==> src/rtl/skylark_pkg.sv <==
// Shared core types: register-file geometry, stall counter width and the execute-stage load tag.
package skylark_pkg;

    localparam int unsigned REG_ADDR_W  = 5;
    localparam int unsigned NUM_REGS    = 32;
    localparam int unsigned STALL_CNT_W = 16;

    typedef logic [REG_ADDR_W-1:0] reg_addr_t;

    typedef struct packed {
        logic      valid;
        reg_addr_t rd;
    } ex_tag_t;

    function automatic logic [NUM_REGS-1:0] reg_onehot(input reg_addr_t addr);
        logic [NUM_REGS-1:0] vec;
        vec       = '0;
        vec[addr] = 1'b1;
        return vec;
    endfunction

endpackage

==> src/rtl/sat_counter.sv <==
// Up-counter that sticks at its all-ones value instead of wrapping.
module sat_counter #(
    parameter int unsigned Width = 16
) (
    input  logic             clk_i,
    input  logic             rst_ni,
    input  logic             inc_i,
    output logic [Width-1:0] count_o
);

    logic [Width-1:0] count_q, count_d;

    always_comb begin
        count_d = count_q;
        if (inc_i && (count_q != {Width{1'b1}})) begin
            count_d = count_q + {{(Width-1){1'b0}}, 1'b1};
        end
    end

    always_ff @(posedge clk_i or negedge rst_ni) begin
        if (!rst_ni) begin
            count_q <= '0;
        end else begin
            count_q <= count_d;
        end
    end

    assign count_o = count_q;

endmodule

==> src/rtl/scoreboard.sv <==
// Load-use / WAW scoreboard: tracks registers with an outstanding load and stalls decode on hazards.
// Optional SCOREBOARD_WB_BYPASS_EN lets a register being written back this cycle count as ready.
module scoreboard
    import skylark_pkg::*;
(
    input  logic                   clk,
    input  logic                   reset,
    input  logic                   IssueValid_D,
    input  logic [REG_ADDR_W-1:0]  Rs1_D,
    input  logic [REG_ADDR_W-1:0]  Rs2_D,
    input  logic                   Use1_D,
    input  logic                   Use2_D,
    input  logic [REG_ADDR_W-1:0]  Rd_D,
    input  logic                   RdWE_D,
    input  logic                   IsLoad_D,
    input  logic                   Flush_E,
    input  logic                   LoadDone_W,
    input  logic [REG_ADDR_W-1:0]  Rd_W,
    output logic                   Stall_D,
    output logic [NUM_REGS-1:0]    Busy,
    output logic [STALL_CNT_W-1:0] StallCount
);

    logic [NUM_REGS-1:0] busy_q, busy_d;
    logic [NUM_REGS-1:0] bypass_mask;
    logic [NUM_REGS-1:0] hazard_vec;
    ex_tag_t             tag_q, tag_d;
    logic                hz_rs1, hz_rs2, hz_rd;
    logic                issue;
    logic                load_issue;

`ifdef SCOREBOARD_WB_BYPASS_EN
    // Register file writes through, so the completing load's value is visible in decode.
    assign bypass_mask = LoadDone_W ? reg_onehot(Rd_W) : '0;
`else
    assign bypass_mask = '0;
`endif

    assign hazard_vec = busy_q & ~bypass_mask;

    assign hz_rs1  = Use1_D & hazard_vec[Rs1_D];
    assign hz_rs2  = Use2_D & hazard_vec[Rs2_D];
    assign hz_rd   = RdWE_D & hazard_vec[Rd_D];
    assign Stall_D = IssueValid_D & (hz_rs1 | hz_rs2 | hz_rd);

    assign issue      = IssueValid_D & ~Stall_D;
    assign load_issue = issue & IsLoad_D & RdWE_D & (Rd_D != '0);

    // Clears first, then the new load's set, so a fresh load wins any same-register collision.
    always_comb begin
        busy_d = busy_q;
        if (LoadDone_W) begin
            busy_d[Rd_W] = 1'b0;
        end
        if (Flush_E && tag_q.valid) begin
            busy_d[tag_q.rd] = 1'b0;
        end
        if (load_issue) begin
            busy_d[Rd_D] = 1'b1;
        end
        busy_d[0] = 1'b0;
    end

    always_comb begin
        tag_d.valid = load_issue;
        tag_d.rd    = load_issue ? Rd_D : '0;
    end

    always_ff @(posedge clk or negedge reset) begin
        if (!reset) begin
            busy_q <= '0;
            tag_q  <= '0;
        end else begin
            busy_q <= busy_d;
            tag_q  <= tag_d;
        end
    end

    assign Busy = busy_q;

    sat_counter #(
        .Width (STALL_CNT_W)
    ) u_stall_cnt (
        .clk_i   (clk),
        .rst_ni  (reset),
        .inc_i   (Stall_D),
        .count_o (StallCount)
    );

endmodule

==> config.mk <==
export PLATFORM = sky130hd
export DESIGN_NAME = scoreboard
export DESIGN_NICKNAME = d
export VERILOG_FILES = /design/src/rtl/skylark_pkg.sv /design/src/rtl/sat_counter.sv /design/src/rtl/scoreboard.sv
export SDC_FILE = /design/constraint.sdc
export NUM_CORES = 1
export LEC_CHECK = 0
export CORE_MARGIN = 4
export CORE_UTILIZATION = 45
export DETAILED_ROUTE_END_ITERATION = 16
export PLACE_DENSITY = 0.75
export SETUP_SLACK_MARGIN = 0.1
export SLEW_MARGIN = 10
export SYNTH_ARGS = -nofsm -noshare
export SYNTH_HDL_FRONTEND = slang
export SYNTH_SLANG_ARGS = --single-unit
==> constraint.sdc <==
create_clock -name clk -period 3.2 [get_ports clk]
set_input_delay 0.48 -clock clk [delete_from_list [all_inputs] [get_ports clk]]
set_output_delay 0.48 -clock clk [all_outputs]
set_load 0.02 [all_outputs]
* Word level (Yosys, flattened, before mapping)
Index checks and enable logic that the tools add are counted.
Word-level totals: bits in registers 53, bits of input ports 29, output and inout port bits 49, logic and storage cells 52
Operators by class: $add $sub $neg 1, magnitude comparators 8, bitwise operators 16, reduce and logical (&&, ||, !) cells 6, mux-type cells 16, eq/ne operators 1
Operator list (count):
- 32-bit 2-to-1 mux | 3
- 32-bit bitwise AND | 2
- 32-bit NOT | 2
- 32-bit bitwise OR | 1
- 5-bit by 6-bit less-than comparator with 1-bit output, second input constant | 5
- 16-bit by 1-bit adder with 16-bit output, second input constant | 1
- 16-bit inequality test, second input constant | 1
- 1-bit binary-select mux with 5-bit select | 3
- 1-bit demux with 5-bit select | 3
- 5-bit by 1-bit greater-or-equal comparator with 1-bit output, second input constant | 3
- 1-bit bitwise AND | 8
- 1-bit 2-to-1 mux | 6
- 1-bit logical AND | 5
- 5-bit 2-to-1 mux | 1
- 5-bit nonzero test | 1
- 1-bit bitwise OR | 2
- 1-bit NOT | 1

* Depth between registers and ports, before layout
Gate-level depths: netlist of run 1.
depth after elaboration 12, depth in mapped cells 10, depth with buffers taken out 8

* By module
A second synthesis of run 1 with hierarchy kept.
Second synthesis, totals: cell total of the unflattened synthesis 334, area, all modules 3619.7 um^2
Modules (own cells, without submodules):
- scoreboard | seq. area each 925.9 um^2, instances 1, cells each 262, area an instance 2760.1 um^2
- sat_counter | seq. area each 400.4 um^2, instances 1, cells each 72, area an instance 859.6 um^2

* Worst setup path after synthesis of run 1
No wires, ideal clock.
path type input port to output port, from input port Rd_D[2], to output port Stall_D, data required time 2720 ps, slack 442 ps, stages 6, buffers on the path 1, arrival 2278 ps, cell sequence buf_2 or3b_2 o22ai_1 nor4_1 a221o_1 a21boi_0
On the way: word-level cells in the longest chain between the ends 5
Ends and longest elaborated chain:
- from (decl) | RTL line scoreboard.sv:13 | input logic [REG_ADDR_W-1:0] Rd_D,
- 1-bit binary-select mux with 5-bit select | RTL line scoreboard.sv:43 | assign hz_rd = RdWE_D & hazard_vec[Rd_D];
- 1-bit 2-to-1 mux (not written as such) | RTL line scoreboard.sv:43
- 1-bit bitwise AND | RTL line scoreboard.sv:43
- 1-bit bitwise OR | RTL line scoreboard.sv:44 | assign Stall_D = IssueValid_D & (hz_rs1 | hz_rs2 | hz_rd);
- 1-bit bitwise AND | RTL line scoreboard.sv:44
- to (decl) | RTL line scoreboard.sv:19 | output logic Stall_D,
Every way passes these cells. The select of a mux whose other input is x is not followed.

* Worst setup path after layout of run 1
from input port Rs2_D[1], to output port Stall_D
On the way: word-level cells in the longest chain between the ends 6
Ends and longest elaborated chain:
- from (decl) | RTL line scoreboard.sv:10 | input logic [REG_ADDR_W-1:0] Rs2_D,
- 1-bit binary-select mux with 5-bit select | RTL line scoreboard.sv:42 | assign hz_rs2 = Use2_D & hazard_vec[Rs2_D];
- 1-bit 2-to-1 mux (not written as such) | RTL line scoreboard.sv:42
- 1-bit bitwise AND | RTL line scoreboard.sv:42
- 1-bit bitwise OR (2 in series) | RTL line scoreboard.sv:44
- 1-bit bitwise AND | RTL line scoreboard.sv:44
Every way passes these cells. The select of a mux whose other input is x is not followed.

==> results by group, run 1 <==
Floorplan
  • Die area: 9030 µm²
  • Starting Density: a little under half
  • Die width: between 90 and 100 µm
  • Die H: 95.0 µm
  • Core area: roughly 7300 µm²
  • Core Rows: 31
  • # IOs: 78

Place
  • DP HPWL: 7920 µm
  • Gpl congestion: 0.944
  • Post-place setup slack: -0.292 ns
  • Port-buffer cells: 76
  • Placed Area: 4480 µm²

Layout
  • Diode count: 0
  • Proportion of layout cells with a drive suffix above 1: 20.3%
  • Final Net Count: 448
  • Filler cells: around 640
  • Synth-to-Final Area Change: 35.3%
  • Fin area: ~4600 µm²

STA
  • Max Clock Skew: 0.0121 ns
  • Final setup viols: 0
  • Tmin final: 2.97 ns
  • Setup_tns: 0 ns
  • Slew headroom: 63.0%
  • Fin Hold WS: 0.136 ns
  • Final Hold Vio Count: 0
  • Fraction of the cycle the final worst path needs: around 93%
  • Max frequency: approximately 340 MHz
  • RSZ-0062 raised after global routing: false
  • Setup WS post-layout: 0.225 ns
  • Tightest Pin Transition: 0.547 ns
  • Slew Viols, Final: 0

GRT
  • Vias in the first global route: 3,319
  • GR Util met3: 4.10%
  • Routing usage on met1: a little under a third
  • First-pass GRT wire length: 16,900 µm
  • Congestion Overflow GR: 0
  • Overall routing resource usage: between 20 and 25%
  • Largest net degree at the start of global routing: 31
  • Top Usage Layer GRT: met2
  • GR Util met2: 40.4%
  • Initial antenna violation count: 0

Logic synthesis
  • Async S/R FF share, synth: 100%
  • Yosys reg bits: 53
  • Synthesized area: 3410 µm²
  • Share of the synthesized area in the top cell type: 38.9%
  • Netlist cell types: 51
  • Syn_area_per_cell: ~11 µm²
  • Ys Warns: 0
  • Synth cell count leaders: dfrtp_1 (53), o221ai_1 (32), mux2i_1 (17)
  • Post-Synthesis Cells: 316
  • Main synth FF type: dfrtp_1
  • Sequential element share of the synthesized area: 38.9%
  • EDFF count, synth: 0
  • Top post-synthesis cells by area: dfrtp_1 (39%), o221ai_1 (8.2%), mux4_2 (6.6%), mux2i_1 (5.0%), xnor2_1 (3.6%)
  • Most common cell in the synthesized netlist: dfrtp_1
  • Yosys top cell by area: dfrtp_1
  • Mapped Nets: about 350

Critical path
  • WP data arrival: about 2.5 ns
  • Worst Path Class, Setup: primary input to output pin
  • Worst-path cell chain: clkdlybuf4s50_1 -> buf_12 -> mux4_2 -> o32ai_1 -> a31oi_1 -> a22oi_4 -> a21boi_1 -> buf_4
  • CP Data Required Time: 2.72 ns
  • Max incr delay on CP: 0.51 ns
  • Worst-path fanout max: 9
  • Crit path launch type: primary input
  • CP endpoint kind: output pin
  • Slowest cell on the critical path: clkdlybuf4s50_1

Routing
  • Post-DRT Antenna Nets: 0
  • Drt wl/cell: 20.6 µm
  • Via count: 3,331
  • Via density: 6.43
  • Router iterations before antenna repair: 5
  • Post-Route WL: 10,600 µm
  • Initial drt markers: 445
  • Remaining DRCs: 0

Clock tree
  • H-tree levels: 2
  • Clock transition at path regs: 0.10 ns
  • Clock latency on the worst-skew pair: 0.32 ns
  • Post-CTS setup buffer count: 0
  • Cts bufs inserted: 5
  • Longest Clk Path Bufs: 2
  • Sink Count: 53
  • CTS tree: built
  • CTS Hold Bufs: 0
  • Root Driver: clkbuf_8
  • Post-CTS Resized: 8

Power
  • Clk pwr share: 22.7%
  • Comb power frac: a little under a third
  • Cell-internal power: 1.20 mW
  • Sequential share of power: 45.9%
  • Switch Pwr: 622 µW
  • Switch share: around a third
  • Maximum vdd drop: 0.262 mV
  • Static leakage: approximately 1.8 nW
  • PwrDens: 395 nW/µm²

Flow run
  • Max-cap violations: 0

Hold path
  • Hold WC Path Type: primary input to async pin

Run status
  • Status: finished clean
## critical path: cells and delay by family
family | cells | cell delay (ns)
buffers and inverters | 3 | 0.81
AOI/OAI and AO/OA | 4 | 0.71
muxes | 1 | 0.49
## sequential cells by signal, indices dropped and copies added, names as in the netlist
name,count
tag_q,6
u_stall_cnt.count_o,16
Busy,31
## power groups by stage
stage | registers (mW) | logic, mW | clock network, mW
floorplan | 0.897 | 0.224 | 0
global placement | 0.844 | 0.559 | 0
detailed placement | 0.843 | 0.567 | 0
CTS | 0.832 | 0.572 | 0.419
global route | 0.846 | 0.611 | 0.447
finish | 0.835 | 0.573 | 0.412
## cell families after synthesis
family          after synthesis  synth area share [%]
simple gates                 98                  17.0
compound gates               87                  19.5
flops                        53                  38.9
mux                          35                  15.7
buf+inv                      26                  4.55
xor+xnor                     15                  3.86
fa+ha+maj                     1                 0.367
other cells                   1                 0.110
## layout make-up
type	instances	area, µm²	area share (%)
multi-input combinational	237	1960	42.6
sequential	53	1330	28.8
timing repair buffer	113	1070	23.2
tap	99	124	2.69
clock buffer	5	68.8	1.49
inverter	8	30.0	0.651
clock inverter	3	28.8	0.624
## through the flow
| step | power [mW] | utilization [%] | instances |
|---|---|---|---|
| 3_3_place_gp | 1.40 | 61.4 | 510 |
| 6_report | 1.82 | 63.2 | 518 |
| 3_5_place_dp | 1.41 | 61.4 | 510 |
| 4_1_cts | 1.82 | 63.0 | 518 |
| 2_1_floorplan | 1.12 | - | 316 |
| 5_1_grt | 1.90 | 63.2 | 518 |
## layout by cell type, fill, tap and decap left out, types with 8 or more instances in the layout
master	netlist	routed
inv_1	8	8
mux4_2	10	10
o221ai_1	32	32
o21ai_0	10	10
o21ai_1	15	15
nand3b_1	11	11
or3_1	8	8
o21ai_2	9	9
nor2_1	15	15
buf_4	1	35
clkdlybuf4s50_1	0	73
nand3_1	13	13
dfrtp_1	53	53
mux2i_1	17	17
nand2_1	15	15
xnor2_1	14	14
## per-layer routing
metal	part of all wire [%]	vias up
li1	-	1451
met1	39	1621
met2	47	210
met3	9.6	49
met4	4.2	0
met5	0	-
## path summary, 6_finish.rpt
path,from,to,slack (ns),cells after the start
setup reg to reg,Busy[14],Busy[5],0.63,9
max in group asynchronous,reset,Busy[22],2.28,2
hold / removal,reset,Busy[14],0.14,1
min in group clk,Rd_D[4],tag_q[4],0.48,3
hold reg to reg,u_stall_cnt.count_o[10],u_stall_cnt.count_o[10],0.50,1
setup / recovery,Rs2_D[1],Stall_D,0.23,8
Power figures use the tool's default switching activity.
==> inputs of run 2 (changes only) <==
- RECOVER_POWER: default -> 25
==> run 2 against run 1 <==
  * Die area unchanged
  * First-iteration DRC count unchanged
  * Worst hold slack gained 0.29 ns
  * Clock power about the same
  * Design area hardly changed
  * Clock skew about the same
  * Count of clock-buffer cells in the layout unchanged
  * Core utilization decreased by 0.051 points
  * Setup slack gained 0.0047 ns
  * Largest power group unchanged
  * Highest routed layer unchanged
==> results by group, run 2 (synthesis gave the netlist of run 1 again) <==
Floorplan
  • Die area: between 9000 and 10,000 µm²
  • Die width: roughly 95 µm
  • Core Rows: 31
  • Core area: 7290 µm²
  • Starting Density: 46.7%
  • Die H: approximately 95 µm
  • # IOs: 78

Clock tree
  • Clock latency on the worst-skew pair: 0.33 ns
  • Root Driver: clkbuf_8
  • Clock transition at path regs: around 0.10 ns
  • Cts bufs inserted: 5
  • CTS Hold Bufs: 0
  • Longest Clk Path Bufs: 2
  • H-tree levels: 2
  • Sink Count: between 50 and 60
  • CTS tree: built

Critical path
  • Reg2reg end: Busy[5]
  • WP data arrival: 2.49 ns
  • CP Data Required Time: roughly 2.7 ns
  • Crit path launch: Rs2_D[1]
  • Worst Path Class, Setup: primary input to output pin
  • Crit path launch type: primary input
  • FF-to-FF path depth: 9
  • Worst-path fanout max: 9
  • CP endpoint kind: output pin
  • Flop-to-flop setup slack: between 0.6 and 0.7 ns
  • Worst r2r src: Busy[14]

GRT
  • Largest net degree at the start of global routing: 31
  • Vias in the first global route: 3,319
  • Overall routing resource usage: 24.3%
  • First-pass GRT wire length: 16,900 µm
  • Congestion Overflow GR: 0
  • Initial antenna violation count: 0

Power
  • PwrDens: between 300 and 400 nW/µm²
  • Static leakage: 1.83 nW
  • Maximum vdd drop: 0.262 mV

Routing
  • Post-DRT Antenna Nets: 0
  • Post-Route WL: 10,600 µm
  • Remaining DRCs: 0
  • Top Metal Used: met4
  • Met3 WL: 1040 µm
  • Met2 routed WL: approximately 5000 µm
  • Via count: 3,309
  • Router iterations before antenna repair: 5
  • Initial drt markers: 445
  • Drt wl/cell: slightly above 20 µm
  • Via density: 6.39
  • Wl on met1: roughly 4100 µm

STA
  • Max Clock Skew: 0.0121 ns
  • Final Hold Vio Count: 0
  • Fraction of the cycle the final worst path needs: 92.8%
  • Tightest Pin Transition: roughly 1.3 ns
  • Slew Viols, Final: 0
  • Tmin final: 2.97 ns
  • Max frequency: 337 MHz
  • Slew headroom: 12.9%
  • Setup_tns: 0 ns
  • RSZ-0062 raised after global routing: false
  • Final setup viols: 0

Layout
  • Number of flip-flops in the largest register: 31
  • Area of the multi-input gates: 1960 µm²
  • Filler cells: 642
  • Most frequent cells in the layout: clkdlybuf4s50_1 (73), dfrtp_1 (53), buf_4 (34), o221ai_1 (32), mux2i_1 (17)
  • Final cell count without fillers: about 520
  • Synth-to-Final Area Change: 35.2%
  • Proportion of layout cells with a drive suffix above 1: 20.0%
  • Diode count: 0
  • Most common cell after layout, fill and taps aside: clkdlybuf4s50_1
  • Final Net Count: 448
  • Register area: 1330 µm²

Place
  • DP HPWL: 7920 µm
  • Port-buffer cells: 76
  • Gpl congestion: 0.944
  • Placed Cells: 510

Flow run
  • Max-cap violations: 0

Run status
  • Status: finished clean

Hold path
  • Hold WC Path Type: primary input to async pin
## run 2: per-layer routing
layer | track usage (%) | vias up
li1 | - | 1449
met1 | 31.0 | 1598
met5 | 0 | -
met2 | 40.4 | 216
met3 | 4.10 | 46
met4 | 11.2 | 0
## run 2: stage by stage
stage	hold WS [ns]	setup slack, ns	utilization, %	total power, mW	cell area (µm²)
floorplan	0.184	0.442	-	1.12	3410
global placement	0.477	-0.277	61.4	1.40	4480
detailed placement	0.497	-0.292	61.4	1.41	4480
CTS	0.162	0.159	63.0	1.82	4590
global route	0.502	0.102	63.2	1.90	4610
finish	0.424	0.230	63.2	1.82	4610
## run 2: worst max path at each step
stage                   end  cells after the start
floorplan           Stall_D                      6
global placement    Stall_D                      8
detailed placement  Stall_D                      9
CTS                 Stall_D                      7
global route        Stall_D                      8
finish              Stall_D                      8
## run 2: cell type report
type | instances | area share [%]
Multi-Input combinational cell | 237 | 42.6
Tap cell | 99 | 2.69
Clock inverter | 3 | 0.625
Sequential cell | 53 | 28.8
Inverter | 8 | 0.652
Timing Repair Buffer | 113 | 23.2
Clock buffer | 5 | 1.49
## run 2: critical path: stages
cell	delay (ns)
clkdlybuf4s50_1	0.51
buf_12	0.14
mux4_2	0.49
o32ai_1	0.30
a31oi_1	0.11
a22oi_4	0.21
a21boi_1	0.08
buf_4	0.16
## run 2: repair_timing
action,4_1_cts,5_1_grt
resized for setup,8,7
endpoints found under the hold margin,0,0
pin swaps,0,0
buffers inserted,0,0
setup endpoints to repair,1,13
## run 2: power by group
group | internal, mW | leakage [nW] | switching [mW]
clock network | 0.166 | 0.0511 | 0.249
logic | 0.295 | 1.06 | 0.276
registers | 0.736 | 0.722 | 0.0985
==> inputs of run 3 (changes only) <==
--- a/config.mk
+++ b/config.mk
@@ -11,3 +11,3 @@
 export PLACE_DENSITY = 0.75
-export RECOVER_POWER = 25
+export RECOVER_POWER = 100
 export SETUP_SLACK_MARGIN = 0.1
==> constraint.sdc (replaced) <==
create_clock -name clk -period 3.2 [get_ports clk]
set_input_delay 0.8 -clock clk [delete_from_list [all_inputs] [get_ports clk]]
set_output_delay 0.8 -clock clk [all_outputs]
set_load 0.02 [all_outputs]
==> run 3 against run 2 <==
  * The run now ends with capacitance limit, slew limit left
  * Critical path depth stayed put
  * Clock power is 3% lower
  * Final cell count is 4.2% higher
  * Count of clock-buffer cells in the layout stayed put
  * Critical endpoint unchanged
==> results by group, run 3 (synthesis gave the netlist of run 1 again) <==
Floorplan
  • Starting Density: 46.7%
  • Core area: 7290 µm²
  • Die area: approximately 9000 µm²
  • # IOs: between 70 and 80
  • Die width: 95.0 µm
  • Die H: 95.0 µm
  • Core Rows: 31

Critical path
  • FF-to-FF path depth: 9
  • Worst r2r src: Busy[15]
  • WP data arrival: between 2 and 2.5 ns
  • Worst-path fanout max: 4
  • Flop-to-flop setup slack: 0.35 ns
  • CP Data Required Time: 2.40 ns
  • Worst Path Class, Setup: primary input to output pin
  • Crit path launch: Rs2_D[1]
  • CP endpoint kind: output pin
  • Crit path launch type: primary input
  • Reg2reg end: Busy[27]
  • Worst setup path end: Stall_D

STA
  • Max frequency: 315 MHz
  • Max Clock Skew: 0.0149 ns
  • Tmin final: 3.17 ns
  • Final setup viols: 0
  • Setup WS post-layout: 0.0275 ns
  • Fin Hold WS: 0.495 ns
  • Final Hold Vio Count: 0
  • Fraction of the cycle the final worst path needs: 99.1%
  • Slew headroom: -12.7%
  • RSZ-0062 raised after global routing: true
  • Slew Viols, Final: 32
  • Tightest Pin Transition: 1.69 ns

Clock tree
  • Longest Clk Path Bufs: 2
  • Clock transition at path regs: 0.11 ns
  • Clock latency on the worst-skew pair: 0.32 ns
  • H-tree levels: 2
  • Cts bufs inserted: 5
  • CTS tree: built
  • Root Driver: clkbuf_8
  • Sink Count: 53

Place
  • DP HPWL: roughly 8100 µm
  • Port-buffer cells: 76
  • Gpl congestion: roughly 1.0
  • Placed Area: 4520 µm²
  • Post-place setup slack: -0.881 ns

GRT
  • GR Util met3: roughly 4.8%
  • Largest net degree at the start of global routing: 32
  • Initial antenna violation count: 0
  • Overall routing resource usage: roughly 28%
  • GR Util met2: 45.3%
  • First-pass GRT wire length: 18,900 µm
  • Vias in the first global route: 3,604
  • Congestion Overflow GR: 0
  • Routing usage on met1: 35.0%
  • Top Usage Layer GRT: met2

Flow run
  • Max-cap violations: 1

Layout
  • Number of flip-flops in the largest register: 31
  • Fin area: 4920 µm²
  • Final Net Count: 470
  • Proportion of layout cells with a drive suffix above 1: 28.3%
  • Final Core Density: 67.5%
  • Synth-to-Final Area Change: 44.5%
  • Most common cell after layout, fill and taps aside: dfrtp_1
  • Diode count: 0
  • Most frequent cells in the layout: dfrtp_1 (53), dlygate4sd3_1 (47), buf_4 (36), o221ai_1 (31), o21ai_0 (30)
  • Filler cells: 593

Power
  • Maximum vdd drop: 0.276 mV
  • Switch share: 35.0%
  • Comb power frac: 33.2%
  • Cell-internal power: 1.20 mW
  • Switch Pwr: 649 µW
  • Clk pwr share: 21.7%
  • Static leakage: 2.10 nW
  • Sequential share of power: between 40% and 50%
  • PnR Total Power: 1.85 mW
  • PwrDens: 376 nW/µm²

Routing
  • Post-DRT Antenna Nets: 0
  • Remaining DRCs: 0
  • Via count: roughly 3,500
  • Drt wl/cell: around 23 µm
  • Router iterations before antenna repair: 6
  • Initial drt markers: 376
  • Post-Route WL: roughly 12,000 µm
  • Via density: roughly 6.5

Run status
  • Status: finished, violations left
  • Failing checks: capacitance limit, slew limit

Hold path
  • Hold WC Path Type: register to register
==> run 3: cell types whose count changed in the layout (fill, tap and decap cells not counted), sizes merged, moves of 2 or more <==
cell,change
inv,-2
dlygate4sd2,+4
clkdlybuf4s50,-58
dlygate4sd3,+47
buf,+12
clkbuf,+16
clkinv,+2
bufbuf,+2
==> run 3: stage by stage <==
step | TNS, ns | cells
final | 0 | 540
after global routing | 0 | 540
after CTS | 0 | 539
after detailed placement | -12.63 | 515
after global placement | -11.53 | 515
after floorplan | 0 | 316
==> run 3: power by group through the flow <==
stage	sequential, mW	combinational, mW	clock [mW]
after CTS	0.832	0.631	0.403
after global routing	0.845	0.655	0.431
after floorplan	0.897	0.226	0
after detailed placement	0.842	0.579	0
after global placement	0.840	0.571	0
final	0.835	0.615	0.402
==> run 3: worst min-delay path by stage <==
stage,start,endpoint,slack [ns],depth (start not counted)
6_report,u_stall_cnt.count_o[10],u_stall_cnt.count_o[10],0.49,1
5_1_grt,u_stall_cnt.count_o[10],u_stall_cnt.count_o[10],0.53,1
4_1_cts,u_stall_cnt.count_o[10],u_stall_cnt.count_o[10],0.50,1
3_5_place_dp,u_stall_cnt.count_o[10],u_stall_cnt.count_o[10],0.49,1
3_3_place_gp,u_stall_cnt.count_o[10],u_stall_cnt.count_o[10],0.48,1
2_1_floorplan,reset,Busy[10],0.50,0
==> run 3: timing repair <==
action | CTS | global route
gates cloned | 2 | 0
buffers inserted | 14 | 1
hold buffers | 0 | 0
pin swaps | 11 | 9
endpoints found under the setup margin | 25 | 1
gates resized for setup | 73 | 15
==> run 3: routing by layer <==
layer  share of wire [%]  wire length [µm]
met3                 9.9              1210
met1                  37              4500
met5                   0                 0
met2                  48              5910
met4                 4.9               602
==> run 3: critical path, cell delays in order <==
cell and delay [ns]:
buf_8 0.10, bufbuf_16 0.26, mux2_4 0.31, a221oi_4 0.34, nor4b_4 0.09, a22oi_4 0.24, a21boi_2 0.09, buf_6 0.13
==> run 3: layout make-up <==
class	instances	area, µm²	share of cell area, %
clock inverters	3	26.3	0.534
multi-input cells	237	2100	42.7
inverters	8	30.0	0.610
repair buffers	135	1250	25.4
clock buffers	5	68.8	1.40
well taps	99	124	2.52
flip-flops and latches	53	1330	26.9
